==> src/rtl/fetch_sequencer.sv <==
// Fetch-stage control: arbitrates halt / jump / load-use hazard, sequences
// the PC redirect and decode flush, and keeps saturating perf counters.
// Control outputs are flops loaded from the next-state decode, so an input
// sampled on edge N is visible on the outputs right after edge N.
module fetch_sequencer #(
    parameter int                ADDR_W       = 16,
    parameter logic [ADDR_W-1:0] RESET_VEC    = '0,
    parameter int                FLUSH_CYCLES = 2,
    parameter int                CNT_W        = 16
) (
    input  logic              clk,
    input  logic              reset,
    input  logic              halt,
    input  logic              resume,
    input  logic              jmp_req,
    input  logic [ADDR_W-1:0] jmp_target,
    input  logic              hazard,
    input  logic              clr_cnt,
    output logic              pc_mux_sel,
    output logic [ADDR_W-1:0] jmp_loc,
    output logic              stall,
    output logic              stall_pm,
    output logic              flush,
    output logic [2:0]        state,
    output logic [CNT_W-1:0]  redirect_cnt,
    output logic [CNT_W-1:0]  stall_cnt
);

    typedef enum logic [2:0] {
        BOOT     = 3'd0,
        RUN      = 3'd1,
        REDIRECT = 3'd2,
        FLUSH    = 3'd3,
        HOLD     = 3'd4,
        HALT     = 3'd5
    } state_e;

    // FLUSH is held for FLUSH_CYCLES-1 cycles; counter runs down to zero.
    localparam logic [3:0] FLUSH_LOAD = (FLUSH_CYCLES > 1) ? 4'(FLUSH_CYCLES - 2) : 4'd0;

    state_e              state_q, state_d;
    logic [3:0]          fcnt_q, fcnt_d;
    logic [ADDR_W-1:0]   target_q, target_d;
    logic                booted_q;
    logic                pc_mux_d, stall_d, stall_pm_d, flush_d;
    logic [ADDR_W-1:0]   jmp_loc_d;

    assign state = state_q;

    // Next-state arbitration (halt > jmp_req > hazard) and next output decode.
    always_comb begin
        state_d    = state_q;
        fcnt_d     = fcnt_q;
        target_d   = target_q;
        pc_mux_d   = 1'b0;
        stall_d    = 1'b0;
        stall_pm_d = 1'b0;
        flush_d    = 1'b0;
        jmp_loc_d  = jmp_loc;

        case (state_q)
            // The reset cycle itself shows reset outputs; one real BOOT
            // cycle follows it so RESET_VEC is always presented to the PC.
            BOOT:     state_d = booted_q ? RUN : BOOT;
            RUN, HOLD: begin
                if (halt)         state_d = HALT;
                else if (jmp_req) state_d = REDIRECT;
                else if (hazard)  state_d = HOLD;
                else              state_d = RUN;
            end
            // hazard is not looked at here: the flushed slot resolves it.
            REDIRECT: begin
                if (halt)                   state_d = HALT;
                else if (jmp_req)           state_d = REDIRECT;
                else if (FLUSH_CYCLES == 1) state_d = RUN;
                else begin
                    state_d = FLUSH;
                    fcnt_d  = FLUSH_LOAD;
                end
            end
            FLUSH: begin
                if (halt)              state_d = HALT;
                else if (jmp_req)      state_d = REDIRECT;
                else if (fcnt_q == '0) state_d = RUN;
                else                   fcnt_d  = fcnt_q - 4'd1;
            end
            HALT: begin
                if (resume && !halt) state_d = jmp_req ? REDIRECT : RUN;
            end
            default:  state_d = BOOT;
        endcase

        if (state_d == REDIRECT) target_d = jmp_target;

        case (state_d)
            BOOT: begin
                pc_mux_d   = 1'b1;
                jmp_loc_d  = RESET_VEC;
                stall_pm_d = 1'b1;
            end
            REDIRECT: begin
                pc_mux_d   = 1'b1;
                jmp_loc_d  = target_d;
                stall_pm_d = 1'b1;
                flush_d    = 1'b1;
            end
            FLUSH: begin
                stall_pm_d = 1'b1;
                flush_d    = 1'b1;
            end
            HOLD, HALT: begin
                stall_d    = 1'b1;
                stall_pm_d = 1'b1;
            end
            default: ;
        endcase
    end

    // State, target, flush counter and registered control outputs.
    always_ff @(posedge clk or negedge reset) begin
        if (!reset) begin
            state_q    <= BOOT;
            fcnt_q     <= '0;
            target_q   <= '0;
            booted_q   <= 1'b0;
            pc_mux_sel <= 1'b0;
            jmp_loc    <= '0;
            stall      <= 1'b1;
            stall_pm   <= 1'b1;
            flush      <= 1'b0;
        end else begin
            state_q    <= state_d;
            fcnt_q     <= fcnt_d;
            target_q   <= target_d;
            booted_q   <= 1'b1;
            pc_mux_sel <= pc_mux_d;
            jmp_loc    <= jmp_loc_d;
            stall      <= stall_d;
            stall_pm   <= stall_pm_d;
            flush      <= flush_d;
        end
    end

    // Saturating perf counters; clear wins over increment.
    always_ff @(posedge clk or negedge reset) begin
        if (!reset) begin
            redirect_cnt <= '0;
            stall_cnt    <= '0;
        end else if (clr_cnt) begin
            redirect_cnt <= '0;
            stall_cnt    <= '0;
        end else begin
            if (state_d == REDIRECT && redirect_cnt != '1)
                redirect_cnt <= redirect_cnt + CNT_W'(1);
            if ((state_q == HOLD || state_q == HALT) && stall_cnt != '1)
                stall_cnt <= stall_cnt + CNT_W'(1);
        end
    end

endmodule
==> config.mk <==
export PLATFORM = sky130hd
export DESIGN_NAME = fetch_sequencer
export DESIGN_NICKNAME = d
export VERILOG_FILES = /design/src/rtl/fetch_sequencer.sv
export SDC_FILE = /design/constraint.sdc
export NUM_CORES = 1
export LEC_CHECK = 0
export ABC_AREA = 1
export CORE_MARGIN = 2
export CORE_UTILIZATION = 42
export CTS_CLUSTER_SIZE = 8
export DETAILED_ROUTE_END_ITERATION = 7
export GPL_TIMING_DRIVEN = 1
export PLACE_DENSITY = 0.7
export SLEW_MARGIN = 0
export SYNTH_ARGS = -nofsm -noshare
export SYNTH_HDL_FRONTEND = slang
export SYNTH_SLANG_ARGS = --single-unit
==> constraint.sdc <==
create_clock -name clk -period 2.5 [get_ports clk]
set_clock_uncertainty 0.2 [all_clocks]
set_input_delay 0.375 -clock clk [delete_from_list [all_inputs] [get_ports clk]]
set_output_delay 0.375 -clock clk [all_outputs]
set_load 0.01 [all_outputs]
---- Word level (Yosys, flattened, before mapping) ----
Cells that the tools add are included.
cells by class
  $add $sub $neg .......................... 3
  equality and inequality tests ........... 16
  muxes and demuxes ....................... 28
  reductions and logical operators ........ 18
operators with widths
  kind                     count
  $mux W16                 5
  $add A16 B1 Y16 const B  2
  $ne A16 B16 Y1 const B   2
  $pmux W16 S2             1
  $mux W3                  8
  $mux W4                  5
  $pmux W3 S5              1
  $eq A3 B2 Y1 const B     4
  $eq A3 B3 Y1 const B     4
  $ne A2 B2 Y1 const B     5
  $pmux W4 S2              1
  $reduce_bool A2 Y1       4
  $reduce_or A2 Y1         4
  $logic_not A3 Y1         2
  $mux W1                  6
  $reduce_and A6 Y1        1
  $reduce_or A5 Y1         1
  $logic_not A4 Y1         1
  $sub A4 B1 Y4 const B    1
  $eq A3 B1 Y1 const B     1
  $logic_and A1 B1 Y1      3
  $mux W2                  1
  $logic_not A1 Y1         1
  $logic_or A1 B1 Y1       1
word-level totals
  flip-flop bits (word level) ............. 76
  input port bits ......................... 23
  output and inout bits ................... 55
  word-level logic and storage cells ...... 76

---- Logic depth before layout (Yosys ltp) ----
  word-level depth ........................ 9
  gate-level depth with buffers ........... 12
  mapped depth without buffers ............ 11

---- Worst setup path before layout ----
OpenSTA, ideal clock, no wires.
  path kind ............................... flip-flop to flip-flop
  start point ............................. register redirect_cnt[0]
  end point ............................... register redirect_cnt[6]
  library setup time ...................... 0.117 ns
  arrival ................................. 1.506 ns
  required time ........................... 2.183 ns
  slack ................................... 0.677 ns
  cell stages (with the launch flop) ...... 10
  buffers on the path ..................... 1
  clock period less this slack ............ 1.823 ns
  path through ............................ dfrtp_1 -> ha_1 -> nand2_1 -> nor2_1 -> nand4_1 -> nand3_4 -> nand2_4 -> buf_6 -> nand2_1 -> nand2_1
between the ends
  word-level cells in the longest chain between the ends .. 3
  elaborated cells on any way between the ends .. 6
  classes of those cells .................. add/sub: 1; eq/ne: 1; mux: 2; reduce/logical: 2
RTL lines
  what                                                      RTL line  text
  from (decl)                                               25        output logic [CNT_W-1:0] redirect_cnt,
  from (signal assigned)                                    154       redirect_cnt <= redirect_cnt + CNT_W'(1);
  $add A16 B1 Y16 / $ne A16 B16 Y1 (equally long branches)  154, 153
  $mux W16 / $logic_and A1 B1 Y1 (equally long branches)    153       if (state_d == REDIRECT && redirect_cnt != '1)
  $mux W16 / $reduce_bool A2 Y1 (equally long branches)     --
Several ways; a longest one is shown, not always the timed one. The select of a mux whose other input is x is not followed.
A chain may end at the register's enable or synchronous reset.

---- Worst setup path after layout ----
  start point ............................. register stall_cnt[0]
  end point ............................... register stall_cnt[11]
between the ends
  word-level cells in the longest chain between the ends .. 3
  elaborated cells on any way between the ends .. 6
  classes of those cells .................. add/sub: 1; eq/ne: 1; mux: 2; reduce/logical: 2
RTL lines
  what                                                      RTL line  text
  from (decl)                                               26        output logic [CNT_W-1:0] stall_cnt
  from (signal assigned)                                    156       stall_cnt <= stall_cnt + CNT_W'(1);
  $add A16 B1 Y16 / $ne A16 B16 Y1 (equally long branches)  156, 155
  $mux W16 / $logic_and A1 B1 Y1 (equally long branches)    155       if ((state_q == HOLD || state_q == HALT) && stall_cnt != '1)
  $mux W16 / $reduce_bool A2 Y1 (equally long branches)     --
Several ways; a longest one is shown, not always the timed one. The select of a mux whose other input is x is not followed.

==> reports/results.ini <==
[status]
outcome = finished clean

[clocking]
root_buffer = clkbuf_8
cts_tree = built
cts_setup_buffers = 0
clkTransAtPathRegs_ns = 0.07
h-tree-depth = 3
insertion_delay_ns = 0.34
clockBufferDepth = 2
cts_buffers = 9
clock-sinks = 60

[detailed_routing]
ant_nets = 0
totalWireLength_um = 8160
met2WireLength_um = 3880
wl_per_cell_um = 12.8
dr_wl_met3_um = 459
via_per_inst = 5.00
topRoutingLayerUsed = met4
drt_iter0_drc = 184
num_vias = 3187
drcViolationCount = 0
dr.pass1.iters = 5
wl_met1_um = 3660

[sta]
hold_viol_final = 0
slew_headroom_pct = 55.9
report.final.slew_viol_count = 0
fin_crit_ns = 2.14
worstMarginPinSlew_ns = 0.656
setup_viol = 0
period_share_pct = 85.7
fmax_mhz = 467
grt_setup_unrepaired = no
fin_setup_tns_ns = 0

[yosys]
avgSynthCellArea_um2 = 7.49
synth-seq-cells = 60
synthCells = 451
yosysTopAreaCell = dfrtp_1
ys_seq_area_share_pct = 44.5
synthTopCellsByArea = dfrtp_1, nand2_1, inv_1
synth.distinct_cells = 34
synth_warnings = 0
synth_top_area_share_pct = 43.0
syn_nets = 478
synthesis.area_um2 = 3380

[cells_and_area]
drive_above_1_share_pct = 8.22
utilization_pct = 57.9
fin_area_um2 = 4490
area_growth_pct = 33.0
fin_cells = 637
antenna_cells = 0
nNetsFinal = 557
final_cell_mix = nand2_1, clkdlybuf4s50_1, inv_1, dfrtp_1, nor2_1
fill_cells = 743
final_common_cell = nand2_1

[power_and_ir_drop]
power_leakage_nw = 2.04
total_power_mw = 3.90
power_density_nw_per_um2 = 869
ir_worst_vdd_uv = 412

[floorplanning]
io_pins = 78
die_w_um = 93.7
die_y_um = 93.7
start_util_pct = 43.5
die_area_um2 = 8780
core_um2 = 7770
rows = 32

[worst_setup_path]
cp_slowest_stage_delay_ns = 0.43
cp_slowest_cell = dfrtp_1
start_kind = flop
crit_type = flop to flop
path_max_fanout = 13
cp_num_buf_inv = 1
worstPathArrival_ns = 2.16
cpMostUsedCell = nand3_1
cp.required_ns = 2.52
cp_cell_sequence = ha_1 -> nand3_1 -> nor2_1 -> nand3_1 -> nand2_1 -> nand2_2 -> inv_1 -> o21ai_0
cp_top_family = simple AND/OR/NAND/NOR gates
crit_path_end_kind = flop

[place]
dp.final_hpwl_um = 5800
gp_congestion = 0.868
place_area_um2 = 4230
placement.io_buffers = 77
place_inst = 620

[grt]
grt_overflow = 0
grt_antenna_before_repair = 0
grt_pass1_wl_um = 14000
grtUsageTotal_pct = 20.0
grt_pass1_vias = 3078
grt_start_max_net_pins = 46

[flow_run]
cap_violations = 0

[hold_path]
min_path_type = input port to asynchronous set/reset pin

-- cells in the mapped netlist (all sizes together) --
library cell  instances
nor3b                 1
dfstp                 2
dfrtp                58
clkbuf                7
ha                    4
or2                   1
o22ai                 1
a21oi                 4
buf                   8
nand3                45
o21bai                1
nand2               127
inv                  60
nor2b                 1
conb                  1
xor2                 13
nor3                 14
o21ai                37
o31ai                 1
nand4                18
nor2                 47
-- sequential cells by signal, summed over array words and instances, names as in the netlist --
| register | count |
|---|---|
| jmp_loc | 16 |
| redirect_cnt | 16 |
| stall_cnt | 16 |
| fcnt_q | 4 |
| state | 3 |
| booted_q | 1 |
| flush | 1 |
| pc_mux_sel | 1 |
| stall | 1 |
| stall_pm | 1 |
-- per-stage QoR --
step | worst slack, ns | hold WS [ns]
floorplan | 0.677 | -0.121
global placement | 0.140 | 0.128
detailed placement | 0.0816 | 0.131
CTS | 0.222 | 0.289
global route | 0.136 | 0.309
finish | 0.357 | 0.284
-- area by class of cell --
| class | count | area, µm² | share of cell area (%) |
|---|---|---|---|
| clock buffers | 12 | 155 | 3.45 |
| clock inverters | 4 | 95.1 | 2.12 |
| inverters | 60 | 225 | 5.01 |
| multi-input cells | 316 | 1560 | 34.7 |
| flip-flops and latches | 60 | 1500 | 33.5 |
| well taps | 102 | 128 | 2.84 |
| repair buffers | 83 | 826 | 18.4 |
-- kinds of logic (layout without fill, tap and decap cells) --
family	Yosys count	in the layout	share of synthesized area (%)
other cells	1	1	0.111
xor+xnor	13	13	3.37
compound gates	44	44	7.04
flops	60	60	44.5
buf+inv	75	159	9.33
fa+ha+maj	4	4	1.48
simple gates	254	254	34.1
-- layer usage --
metal  global-route usage [%]  vias up
met3                     3.77       10
met1                     26.2     1481
li1                         -     1597
met4                     8.45        0
met5                        0        -
met2                     32.6       99
-- timing repair --
action                                  4_1_cts  5_1_grt
endpoints found under the setup margin        0        1
resized for setup                             0        1
hold buffers                                  1        0
endpoints found under the hold margin        15        0
-- where the power goes --
| part | switching, mW | internal, mW |
|---|---|---|
| combinational | 0.813 | 0.618 |
| clock | 0.385 | 0.716 |
| sequential | 0.163 | 1.21 |
| total | 1.36 | 2.54 |
-- worst paths after layout --
path                                                from                   endpoint  slack (ns)  cells after the start
max in group asynchronous                          reset            stall$_DFF_PN1_        1.18                      3
worst max register to register  stall_cnt[0]$_DFFE_PN0P_  stall_cnt[11]$_DFFE_PN0P_        0.36                      8
worst max-delay path            stall_cnt[0]$_DFFE_PN0P_  stall_cnt[11]$_DFFE_PN0P_        0.36                      8
worst min register to register   jmp_loc[13]$_DFFE_PN0P_    jmp_loc[13]$_DFFE_PN0P_        0.29                      2
worst min-delay path                               reset   stall_cnt[0]$_DFFE_PN0P_        0.28                      2
min in group clk                 jmp_loc[13]$_DFFE_PN0P_    jmp_loc[13]$_DFFE_PN0P_        0.29                      2
Note: power is estimated with default switching activity, not from simulation.
==> variant 1, RTL diff (same settings) <==
Set the parameter `CNT_W` to 32 (it was 16).
--- a/src/rtl/fetch_sequencer.sv
+++ b/src/rtl/fetch_sequencer.sv
@@ -6,7 +6,7 @@
     parameter int                ADDR_W       = 16,
     parameter logic [ADDR_W-1:0] RESET_VEC    = '0,
     parameter int                FLUSH_CYCLES = 2,
-    parameter int                CNT_W        = 16
+    parameter int                CNT_W        = 32
 ) (
     input  logic              clk,
     input  logic              reset,
Ports: changed (resized redirect_cnt and stall_cnt); port bits go from 78 to 110. The function was not compared with the original's and may differ.
==> variant 1 against the unedited design <==
  * Total power rose by 27%
  * Routed wire length up 95%
  * Area after synthesis grew 72%
  * Clock power is 28% higher
  * Sequential cell count rose by 32
  * Worst setup slack worse by 0.12 ns
  * Final area up 64%
  * Critical path type unchanged
  * Largest power group is now registers
==> variant 1: results (changes against the unedited design) <==
Hold-fix buffer count after cts: 1 (unchanged)
Clock buffer depth: 2 (unchanged)
Clock root buffer: clkbuf_16
CP max stage delay: 0.49 ns (+0.06 ns)
Most used DFF post-synth: dfrtp_1
Pre-CTS setup slack: 0.107 ns (+0.0257 ns)
Drt total wl: 15.9 mm (+95%)
Remaining Overflow, GRT: 0 (unchanged)
Clk pin slew, worst setup/hold paths: 0.07 ns (about the same)
Count leader, synth: nand2_1
Syn_area_per_cell: 6.60 µm² (-12%)
Global-route wire length before repair: 26.5 mm (+89%)
Worst vdd ir: 366 µV (-11%)
PD cells: 673 nW/µm² (-22%)
Share of cells above drive strength 1: 0.0634 (-0.0189)
All-Layer GR Usage: 0.225 (+0.0242)
DP Area: 7060 µm² (+67%)
Syn Nets: 906 (+90%)
H-tree depth: 3 (unchanged)
FILL cells: 1,359 (+83%)
Post-CTS Resized: 0 (unchanged)
FF-to-FF path depth: 10 (+2)
Initial antenna violation count: 0 (unchanged)
Max_slew headroom: 0.637 (+0.0775)
Seq/Total Area, Yosys: 0.397 (-0.0479)
Final non-filler cell total: 1,170 (+84%)
Ys Warns: 0 (unchanged)
CTS Buf Count: 9 (unchanged)
Number of distinct library cells after synthesis: 34 (unchanged)
Worst-path maximum fanout: 22 (+9)
Largest net degree at the start of global routing: 43 (-6.5%)
Vias in the first global route: 5,282 (+72%)
Detailed Place HPWL: 11.8 mm (+100%)
Worst Hold Class: flop to flop
Final nets: 1,016 (+82%)
Gpl congestion: 0.960 (+11%)
FFs w/ async S/R, synth: 1.00 (unchanged)
Endpoints failing hold: 0 (unchanged)
Lkg Pwr: 3.25 nW (+59%)
Critical-path top delay cell: dfrtp_1
Port Buf Inserts: 109 (+42%)
Number of setup buffers added after CTS: 0 (unchanged)
Commonest cells post-synth: nand2_1 (329), nor2_1 (150), dfrtp_1 (90)
# diodes: 0 (unchanged)
Outcome: finished clean
Via-to-Cell Ratio: 4.97 (-0.73%)
Clock latency on the worst-skew pair: 0.35 ns
DRT Pass-1 Iters: 5 (unchanged)
DRT iter0 DRCs: 426 (+130%)
Biggest regs: redirect_cnt: 32 flops, stall_cnt: 32 flops, jmp_loc: 16 flops
Synth area leaders: dfrtp_1 (39%), nand2_1 (21%), nor2_1 (9.7%), nand3_1 (7.7%), inv_1 (4.9%)
CP delay by family, top: simple AND/OR/NAND/NOR gates
Hold path depth: 2
==> variant 1: cell types whose count changed after synthesis, sizes merged, moves of 3 or more <==
cell,before,now
xor2,13,16
nand3,45,91
nand4,18,13
nor3,14,0
buf,8,17
clkbuf,7,11
nand2,127,337
xnor2,0,13
nor2,47,157
dfrtp,58,90
inv,60,79
==> variant 1: cell type report <==
cell class / instances / share of cell area
timing repair buffer: 127 / 0.166
inverter: 80 / 0.0409
tap: 176 / 0.0299
clock buffer: 9 / 0.0305
clock inverter: 7 / 0.0100
multi-input combinational: 679 / 0.410
sequential: 92 / 0.313
==> variant 1: kinds of logic (layout without fill, tap and decap cells) <==
kind of cell	after synthesis	count (layout)	synth area share
and+or+nand+nor	601	601	0.427
buffers and inverters	108	223	0.0822
DFF	92	92	0.397
AOI/OAI and AO/OA	44	44	0.0401
xor gates and xnor gates	29	29	0.0438
adders and majority gates	4	4	0.00863
other	1	1	0.000646
==> variant 1: worst paths after layout <==
kind,to,from,slack (ns)
min in group asynchronous,stall_cnt[12],reset,0.34
hold / removal,jmp_loc[11],jmp_loc[11],0.29
setup reg to reg,stall_cnt[31],stall_cnt[0],0.24
hold reg to reg,jmp_loc[11],jmp_loc[11],0.29
setup / recovery,stall_cnt[31],stall_cnt[0],0.24
max in group asynchronous,stall,reset,1.07
==> variant 1: where the power goes <==
group          switching, mW  internal (mW)
sequential             0.175           1.73
clock                  0.629          0.783
combinational          0.975          0.675
total                   1.78           3.18
==> variant 1: worst register-to-register path: stages, from the launching register on <==
cell and delay, ns:
dfrtp_1 0.49, ha_1 0.23, inv_1 0.08, nor2_2 0.16
nand2_1 0.16, nor2_2 0.19, nand2_1 0.09, nand2_2 0.10
nand2_2 0.08, clkinv_2 0.23, o21ai_1 0.12
==> variant 1: routing by layer <==
metal	GRT usage	up-vias	share of wire
li1	-	2943	-
met1	0.344	2638	0.48
met2	0.333	212	0.44
met3	0.0267	18	0.064
met4	0.0668	0	0.016
met5	0	-	0
==> variant 2, RTL diff (config.mk and constraints unchanged) <==
Made on the original files. Make the reset (`reset`) synchronous in 2 clocked blocks.
--- a/src/rtl/fetch_sequencer.sv
+++ b/src/rtl/fetch_sequencer.sv
@@ -117,7 +117,7 @@
     end
 
     // State, target, flush counter and registered control outputs.
-    always_ff @(posedge clk or negedge reset) begin
+    always_ff @(posedge clk) begin
         if (!reset) begin
             state_q    <= BOOT;
             fcnt_q     <= '0;
@@ -142,7 +142,7 @@
     end
 
     // Saturating perf counters; clear wins over increment.
-    always_ff @(posedge clk or negedge reset) begin
+    always_ff @(posedge clk) begin
         if (!reset) begin
             redirect_cnt <= '0;
             stall_cnt    <= '0;
Formal check against the unedited RTL: differs if reset is asserted again (counterexample within 4 cycles, from zero or initial values and one cycle with reset low); with reset held inactive, the same outputs for 10 cycles.
==> variant 2 against the unedited design <==
  * Count of clock-buffer cells in the layout unchanged
  * Sequential cell count unchanged
  * Area after synthesis down 7.3%
  * Worst setup slack better by 0.14 ns
  * Critical endpoint is now stall_cnt[5]
  * Final area down 6.7%
  * Global-route usage down 0.67 points
  * Largest cell class unchanged
  * Non-clock buffer count unchanged
  * Die area down 7.0%
  * Routed wire length down 5.7%
Power is not compared: it rests on default switching activity, and its combinational part moved more than twofold at a synthesized area within 25%.
==> variant 2: results (changes against the unedited design) <==
Synth area leaders: dfxtp_1 (38%), nand2_1 (18%), a21oi_1 (5.6%), nand4_1 (4.6%), nor2_1 (4.3%)
Biggest regs: jmp_loc: 16 flops, redirect_cnt: 16 flops, stall_cnt: 16 flops
DRT iter0 DRCs: 109 (-41%)
Final nets: 559 (+0.36%)
Worst R2R Setup Slack: 0.49 ns (+0.14 ns)
Global-route wire length before repair: 13.1 mm (-6.6%)
Most used DFF post-synth: dfxtp_1
GRT met3 Usage: 0.0543 (+0.0165)
Met1 usage: 0.225 (-0.0370)
Synth Area in Adders: 0.0160 (+0.00117)
Seq/Total Area, Yosys: 0.384 (-0.0616)
Synth Area in Compound Gates: 0.0907 (+0.0203)
# diodes: 0 (unchanged)
Xor and xnor fraction of the mapped netlist area: 0.0643 (+0.0306)
Worst setup endpoint: stall_cnt[5]
Worst Hold Class: flop to flop
GR Util met2: 0.333 (+0.00652)
Worst-path maximum fanout: 10 (-3)
FFs w/ async S/R, synth: 0 (-1.00)
Metal3 WL: 535 µm (+17%)
Largest net degree at the start of global routing: 31 (-33%)
Syn Nets: 479 (+0.21%)
Share of cells above drive strength 1: 0.0857 (+0.00342)
Worst setup path startpoint: stall_cnt[0]
Critical-path top delay cell: dfxtp_1
Drt total wl: 7.70 mm (-5.7%)
All-Layer GR Usage: 0.194 (-0.00667)
Gpl congestion: 0.887 (+2.2%)
Data arrival, critical path: 2.07 ns (-0.09 ns)
Wl on met1: 3.35 mm (-8.3%)
Vias in the first global route: 2,916 (-5.3%)
Detailed Place HPWL: 5.61 mm (-3.3%)
Max_slew headroom: 0.772 (+0.213)
Via-to-Cell Ratio: 4.97 (-0.72%)
FILL cells: 709 (-4.6%)
Outcome: finished clean
Commonest cells post-synth: nand2_1 (148), dfxtp_1 (60), nor2_1 (36)
## variant 2: cell types whose count changed after synthesis, sizes merged, moves of 9 or more
cell and delta:
a21oi +31, dfrtp -58, dfxtp +60, inv -21, nand2 +27, nand3 -20, o21ai -16, xnor2 +9
## variant 2: stage by stage
stage,utilization,hold slack (ns),area [µm²],setup slack [ns],instances
after global routing,0.578,0.267,4200,0.278,636
after global placement,0.550,0.234,3990,0.267,620
after floorplan,-,0.203,3130,0.686,452
after detailed placement,0.550,0.239,3990,0.233,620
after CTS,0.578,0.252,4200,0.465,636
final,0.578,0.253,4200,0.493,636
## variant 2: area by class of cell
cell class / instances / area, µm² / share of cell area
clock buffer: 12 / 155 / 0.0370
clock inverter: 4 / 47.5 / 0.0113
sequential: 60 / 1200 / 0.286
timing repair buffer: 83 / 828 / 0.197
inverter: 40 / 150 / 0.0358
multi-input combinational: 338 / 1690 / 0.403
tap: 99 / 124 / 0.0295
